<file path="config.mk">
export PLATFORM = sky130hd
export DESIGN_NAME = barrel_seq
export DESIGN_NICKNAME = d
export VERILOG_FILES = /design/src/rtl/barrel_pkg.sv /design/src/rtl/barrel_cmd_fifo.sv /design/src/rtl/barrel_seq.sv
export SDC_FILE = /design/constraint.sdc
export NUM_CORES = 1
export LEC_CHECK = 0
export ABC_CLOCK_PERIOD_IN_PS = 2600
export BUFFER_PORTS_ARGS = -buffer_cell sky130_fd_sc_hd__buf_2
export CAP_MARGIN = 20
export CELL_PAD_IN_SITES_DETAIL_PLACEMENT = 1
export CELL_PAD_IN_SITES_GLOBAL_PLACEMENT = 1
export CORE_MARGIN = 3
export CORE_UTILIZATION = 45
export CTS_CLUSTER_DIAMETER = 80
export DETAILED_ROUTE_END_ITERATION = 12
export GPL_TIMING_DRIVEN = 0
export MAX_ROUTING_LAYER = met4
export PLACE_DENSITY_LB_ADDON = 0.1
export SYNTH_ARGS = -nofsm -noshare
export SYNTH_HDL_FRONTEND = slang
export SYNTH_SLANG_ARGS = --single-unit
</file>
<file path="constraint.sdc">
create_clock -name clk -period 2.6 [get_ports clk]
set_input_delay 0 -clock clk [delete_from_list [all_inputs] [get_ports clk]]
set_output_delay 0 -clock clk [all_outputs]
set_load 0.05 [all_outputs]
</file>
<file path="src/rtl/barrel_pkg.sv">
`default_nettype none
// ---------------------------------------------------------------------------
// barrel_pkg : shared types for the barrel shifter command sequencer. Rev 1.0
// ---------------------------------------------------------------------------
package barrel_pkg;

  localparam int DATA_W = 8;

  typedef struct packed {
    logic [DATA_W-1:0] data;
    logic [2:0]        amt;
    logic              rot;
  } shift_cmd_t;

  typedef enum logic [1:0] {
    IDLE  = 2'd0,
    DRIVE = 2'd1,
    OUT   = 2'd2
  } state_t;

  // Right shift of d by amt; the upper half supplies either a copy of d (rotate) or zeros.
  function automatic logic [DATA_W-1:0] shift_right(input logic [DATA_W-1:0] d,
                                                    input logic [2:0]        amt,
                                                    input logic              rot);
    logic [2*DATA_W-1:0] wide;
    wide = {(rot ? d : {DATA_W{1'b0}}), d} >> amt;
    return wide[DATA_W-1:0];
  endfunction

endpackage
`default_nettype wire

</file>
<file path="src/rtl/barrel_cmd_fifo.sv">
`default_nettype none
// ---------------------------------------------------------------------------
// barrel_cmd_fifo : synchronous FIFO of shift commands. Rev 1.0
// ---------------------------------------------------------------------------
module barrel_cmd_fifo
  import barrel_pkg::*;
#(
  parameter int DEPTH = 4,
  parameter int CW    = $clog2(DEPTH) + 1
) (
  input  logic          clk,
  input  logic          rst_n,
  input  logic          push,
  input  shift_cmd_t    wr_cmd,
  input  logic          pop,
  output shift_cmd_t    rd_cmd,
  output logic [CW-1:0] count,
  output logic          full,
  output logic          empty
);

  localparam int PW = CW - 1;

  shift_cmd_t    mem [DEPTH];
  logic [PW-1:0] wr_ptr;
  logic [PW-1:0] rd_ptr;
  logic          do_push;
  logic          do_pop;

  assign do_push = push && !full;
  assign do_pop  = pop && !empty;

  // Pointers are log2(DEPTH) bits wide, so they wrap modulo DEPTH on their own.
  always_ff @(posedge clk) begin
    if (!rst_n) begin
      wr_ptr <= '0;
      rd_ptr <= '0;
      count  <= '0;
    end else begin
      if (do_push) wr_ptr <= wr_ptr + 1'b1;
      if (do_pop)  rd_ptr <= rd_ptr + 1'b1;
      if (do_push && !do_pop)      count <= count + 1'b1;
      else if (do_pop && !do_push) count <= count - 1'b1;
    end
  end

  always_ff @(posedge clk) begin
    if (do_push) mem[wr_ptr] <= wr_cmd;
  end

  assign rd_cmd = mem[rd_ptr];
  assign full   = (count == CW'(DEPTH));
  assign empty  = (count == '0);

endmodule
`default_nettype wire

</file>
<file path="src/rtl/barrel_seq.sv">
`default_nettype none
// ---------------------------------------------------------------------------
// barrel_seq : registered command sequencer around an external 8-bit barrel
// shifter. Optional result self-check under BARREL_SEQ_CHECK_EN. Rev 1.0
// ---------------------------------------------------------------------------
module barrel_seq
  import barrel_pkg::*;
#(
  parameter int DEPTH = 4,
  parameter int CW    = $clog2(DEPTH) + 1
) (
  input  logic              clk,
  input  logic              rst_n,
  input  logic              in_valid,
  output logic              in_ready,
  input  logic [DATA_W-1:0] in_data,
  input  logic [2:0]        in_amt,
  input  logic              in_rot,
  output logic [DATA_W-1:0] sh_i,
  output logic [2:0]        sh_select,
  output logic              sh_ctrl,
  input  logic [DATA_W-1:0] sh_out,
  output logic              out_valid,
  input  logic              out_ready,
  output logic [DATA_W-1:0] out_data,
  output logic [CW-1:0]     count,
  output logic              busy,
  output logic              err
);

  state_t     state;
  state_t     state_nx;
  shift_cmd_t in_cmd;
  shift_cmd_t head;
  logic       full;
  logic       empty;
  logic       push;
  logic       pop;

  assign in_cmd.data = in_data;
  assign in_cmd.amt  = in_amt;
  assign in_cmd.rot  = in_rot;

  assign in_ready = !full;
  assign push     = in_valid && in_ready;

  barrel_cmd_fifo #(
    .DEPTH (DEPTH),
    .CW    (CW)
  ) u_fifo (
    .clk    (clk),
    .rst_n  (rst_n),
    .push   (push),
    .wr_cmd (in_cmd),
    .pop    (pop),
    .rd_cmd (head),
    .count  (count),
    .full   (full),
    .empty  (empty)
  );

  always_ff @(posedge clk) begin
    if (!rst_n) state <= IDLE;
    else        state <= state_nx;
  end

  always_comb begin
    state_nx = state;
    pop      = 1'b0;
    case (state)
      IDLE: begin
        if (!empty) begin
          pop      = 1'b1;
          state_nx = DRIVE;
        end
      end
      DRIVE: state_nx = OUT;
      OUT: begin
        if (out_ready) begin
          if (!empty) begin
            pop      = 1'b1;
            state_nx = DRIVE;
          end else begin
            state_nx = IDLE;
          end
        end
      end
      default: state_nx = IDLE;
    endcase
  end

  // Shifter drives move only on a pop; the result is captured after one full settle cycle.
  always_ff @(posedge clk) begin
    if (!rst_n) begin
      sh_i      <= '0;
      sh_select <= '0;
      sh_ctrl   <= 1'b0;
      out_data  <= '0;
      out_valid <= 1'b0;
    end else begin
      if (pop) begin
        sh_i      <= head.data;
        sh_select <= head.amt;
        sh_ctrl   <= head.rot;
      end
      if (state == DRIVE) begin
        out_data  <= sh_out;
        out_valid <= 1'b1;
      end else if (state == OUT && out_ready) begin
        out_valid <= 1'b0;
      end
    end
  end

  assign busy = (state != IDLE) || (count != '0);

`ifdef BARREL_SEQ_CHECK_EN
  always_ff @(posedge clk) begin
    if (!rst_n) begin
      err <= 1'b0;
    end else if (state == DRIVE && shift_right(sh_i, sh_select, sh_ctrl) != sh_out) begin
      err <= 1'b1;
    end
  end
`else
  assign err = 1'b0;
`endif

endmodule
`default_nettype wire

</file>
==> flow_metrics.tcl <==
set metrics [dict create \
    status "finished clean" \
    slew_violations 0 \
    die_y_um 88.5 \
    yosysWarnings 0 \
    synth_top_area_cell "edfxtp_1" \
    sw_frac_of_total 0.378 \
    power_frac_comb 0.383 \
    grt_overflow 0 \
    min_period_ns 2.45 \
    slew-limit-headroom 0.550 \
    path_max_fanout 10 \
    power_density_nw_per_um2 1110 \
    fmax_mhz 409 \
    n_fill_cell 652 \
    fin_setup_tns_ns 0 \
    peakVddDrop_mv 0.503 \
    track_usage 0.189 \
    arrival_ns 2.72 \
    n_antenna_cell 0 \
    area_delta_synth_final_pct 26.1 \
    viasPerCell 5.20 \
    dp.cells 331 \
    gp_congestion 0.691 \
    whs_ns 0.0309 \
    ys_seq_elements 78 \
    synth_area_leaders "edfxtp_1 47%, dfxtp_1 20%, mux4_1 10%, nand2_1 3.8%, o2bb2ai_1 3.4%" \
    p_int_mw 2.68 \
    rows 29 \
    cts_sinks 78 \
    nNetsFinal 319 \
    clockRootBuffer "clkbuf_8" \
    pwr-share-clk 0.232 \
    clkLatencyLatePin_ns 0.34 \
    core_um2 6460 \
    setup_viol_count_final 0 \
    syn_inst 205 \
    first_pass_iters 4 \
    tightest_slew_ns 0.676 \
    num_vias 1928 \
    synth_top_area_share 0.471 \
    switchingPower_mw 1.63 \
    synthDistinctLibCells 34 \
    hold_path_class "in -> reg" \
    power.total_mw 4.30 \
    synth-edff-count 48 \
    skew_ns 0.00941 \
    hold_viol_final 0 \
    drt_iter0_markers 83 \
    initial_core_util 0.474 \
    first_global_vias 2032 \
    syn_area_per_cell_um2 14.9 \
    seqPwrFrac 0.385 \
    end_kind "flip-flop" \
    clk_path_buf_depth 2 \
    post_drt_wl_per_cell_um 18.0 \
    utilization 0.598 \
    pin_count 51 \
    min_period_over_period 0.941 \
    critical_path_class "reg -> reg" \
    fp.dieW_um 88.5 \
    h-tree-depth 3 \
    portBuffers 49 \
    final-instance-count-excl-fill 371 \
    numCtsBuffers 9 \
    grt_start_max_net_pins 13 \
    drc 0 \
    required_ns 2.88 \
    synth_nets 235 \
    yosysSeqAreaShare 0.667 \
    cap_violations 0 \
    async_flop_share 0 \
    ant_nets 0 \
    grt_pass1_wl_mm 10.4 \
    drive_gt1_frac 0.259 \
    synth_ff_type "edfxtp_1" \
    antenna_found_initial 0 \
    netlist_area_um2 3060 \
    totalWireLength_mm 6.68 \
    dp_hpwl_mm 4.12 \
    clk_pin_slew_ns 0.08 \
    dieArea_um2 7830 \
    startpoint_type "flip-flop" \
    cts_tree "yes" \
    power.leakage_nw 1.50 \
]
==> layout by cell type (no fill, tap or decap), drive strengths merged <==
master	instances
a21oi	14
nor2b	2
nor2	5
nor4b	1
bufinv	2
nand2b	2
mux2i	2
clkbuf	16
nor3b	1
nand2	31
nand3	2
inv	8
o31ai	1
or4	1
xor2	2
o21ai	3
buf	59
and3	4
edfxtp	48
mux4	12
nor3	3
dfxtp	30
or3	1
and2b	1
clkinvlp	1
ha	5
o2bb2ai	12
dlygate4sd3	22
conb	1
fa	1
nor4	1
==> layout make-up <==
type,instances,area (µm²),share of cell area
flip-flops and latches,78,2040,0.529
multi-input cells,108,922,0.239
repair buffers,73,480,0.124
clock buffers,13,149,0.0385
well taps,77,96.3,0.0249
plain buffers,11,73.8,0.0191
clock inverters,3,67.6,0.0175
inverters,8,30.0,0.00777
==> state kept, by name (all words and copies together) (netlist names) <==
signal	flops
u_fifo.mem	48
out_data	8
sh_i	8
sh_select	3
u_fifo.count	3
state	2
u_fifo.rd_ptr	2
u_fifo.wr_ptr	2
out_valid	1
sh_ctrl	1
==> cells in the mapped netlist, drive strengths merged (3+ instances only) <==
| master | count |
|---|---|
| dfxtp | 30 |
| a21oi | 14 |
| o2bb2ai | 12 |
| clkbuf | 3 |
| nor2 | 5 |
| and3 | 4 |
| nand2 | 31 |
| nor3 | 3 |
| o21ai | 3 |
| buf | 8 |
| edfxtp | 48 |
| mux4 | 12 |
| inv | 8 |
| ha | 5 |
==> power by group through the flow <==
| stage | registers (mW) | logic, mW | clock network (mW) |
|---|---|---|---|
| after detailed placement | 1.69 | 1.58 | 0 |
| final | 1.66 | 1.65 | 0.999 |
| after CTS | 1.66 | 1.62 | 1.01 |
| after floorplan | 2.11 | 0.774 | 0 |
| after global placement | 1.68 | 1.55 | 0 |
| after global routing | 1.68 | 1.77 | 1.07 |
==> metal layers <==
| layer | global-route usage | part of all wire | up-vias | wire length, µm |
|---|---|---|---|---|
| met2 | 0.308 | 0.53 | 28 | 3510 |
| met5 | - | 0 | - | 0 |
| li1 | - | - | 930 | - |
| met3 | 0.0363 | 0.024 | 8 | 163 |
| met4 | 0.0742 | 0.013 | 0 | 84 |
| met1 | 0.233 | 0.44 | 962 | 2920 |
==> path summary, 6_finish.rpt <==
path                                   from         endpoint  slack [ns]  depth (start not counted)
worst max-delay path               state[1]  u_fifo.count[2]        0.15                         10
worst min-delay path              out_ready        out_valid        0.03                          4
worst max register to register     state[1]  u_fifo.count[2]        0.15                         10
worst min register to register  out_data[3]      out_data[3]        0.46                          2
==> critical path, cell delays in order (launching register included) <==
cell     delay, ns
dfxtp_1       0.40
and2b_1       0.33
nor3_2        0.11
buf_4         0.20
inv_1         0.07
ha_1          0.20
inv_1         0.07
fa_1          0.38
xor2_1        0.17
or3_1         0.31
a21oi_1       0.14
==> per-stage QoR <==
step / cell area [µm²] / worst slack, ns
final: 3860 / 0.154
after global routing: 3860 / -0.0178
after CTS: 3840 / 0.00341
after detailed placement: 3400 / 0.0674
after global placement: 3400 / 0.141
after floorplan: 3060 / 0.142
==> timing repair <==
action | in CTS | in global routing
gates resized for setup | 0 | 2
setup endpoints to repair | 0 | 2
buffers inserted | 0 | 2
endpoints found under the hold margin | 62 | 0
hold buffers | 22 | 0
==> kinds of logic after synthesis <==
logic type	Yosys count	share of synthesized area
flip-flops	78	0.667
AND/OR/NAND/NOR	55	0.0915
AO/OA/AOI/OAI	30	0.0645
buffers and inverters	19	0.0339
multiplexers	14	0.109
adder cells (fa/ha/maj)	6	0.0270
XOR/XNOR	2	0.00572
other	1	0.00122
Note: power is estimated with default switching activity, not from simulation.
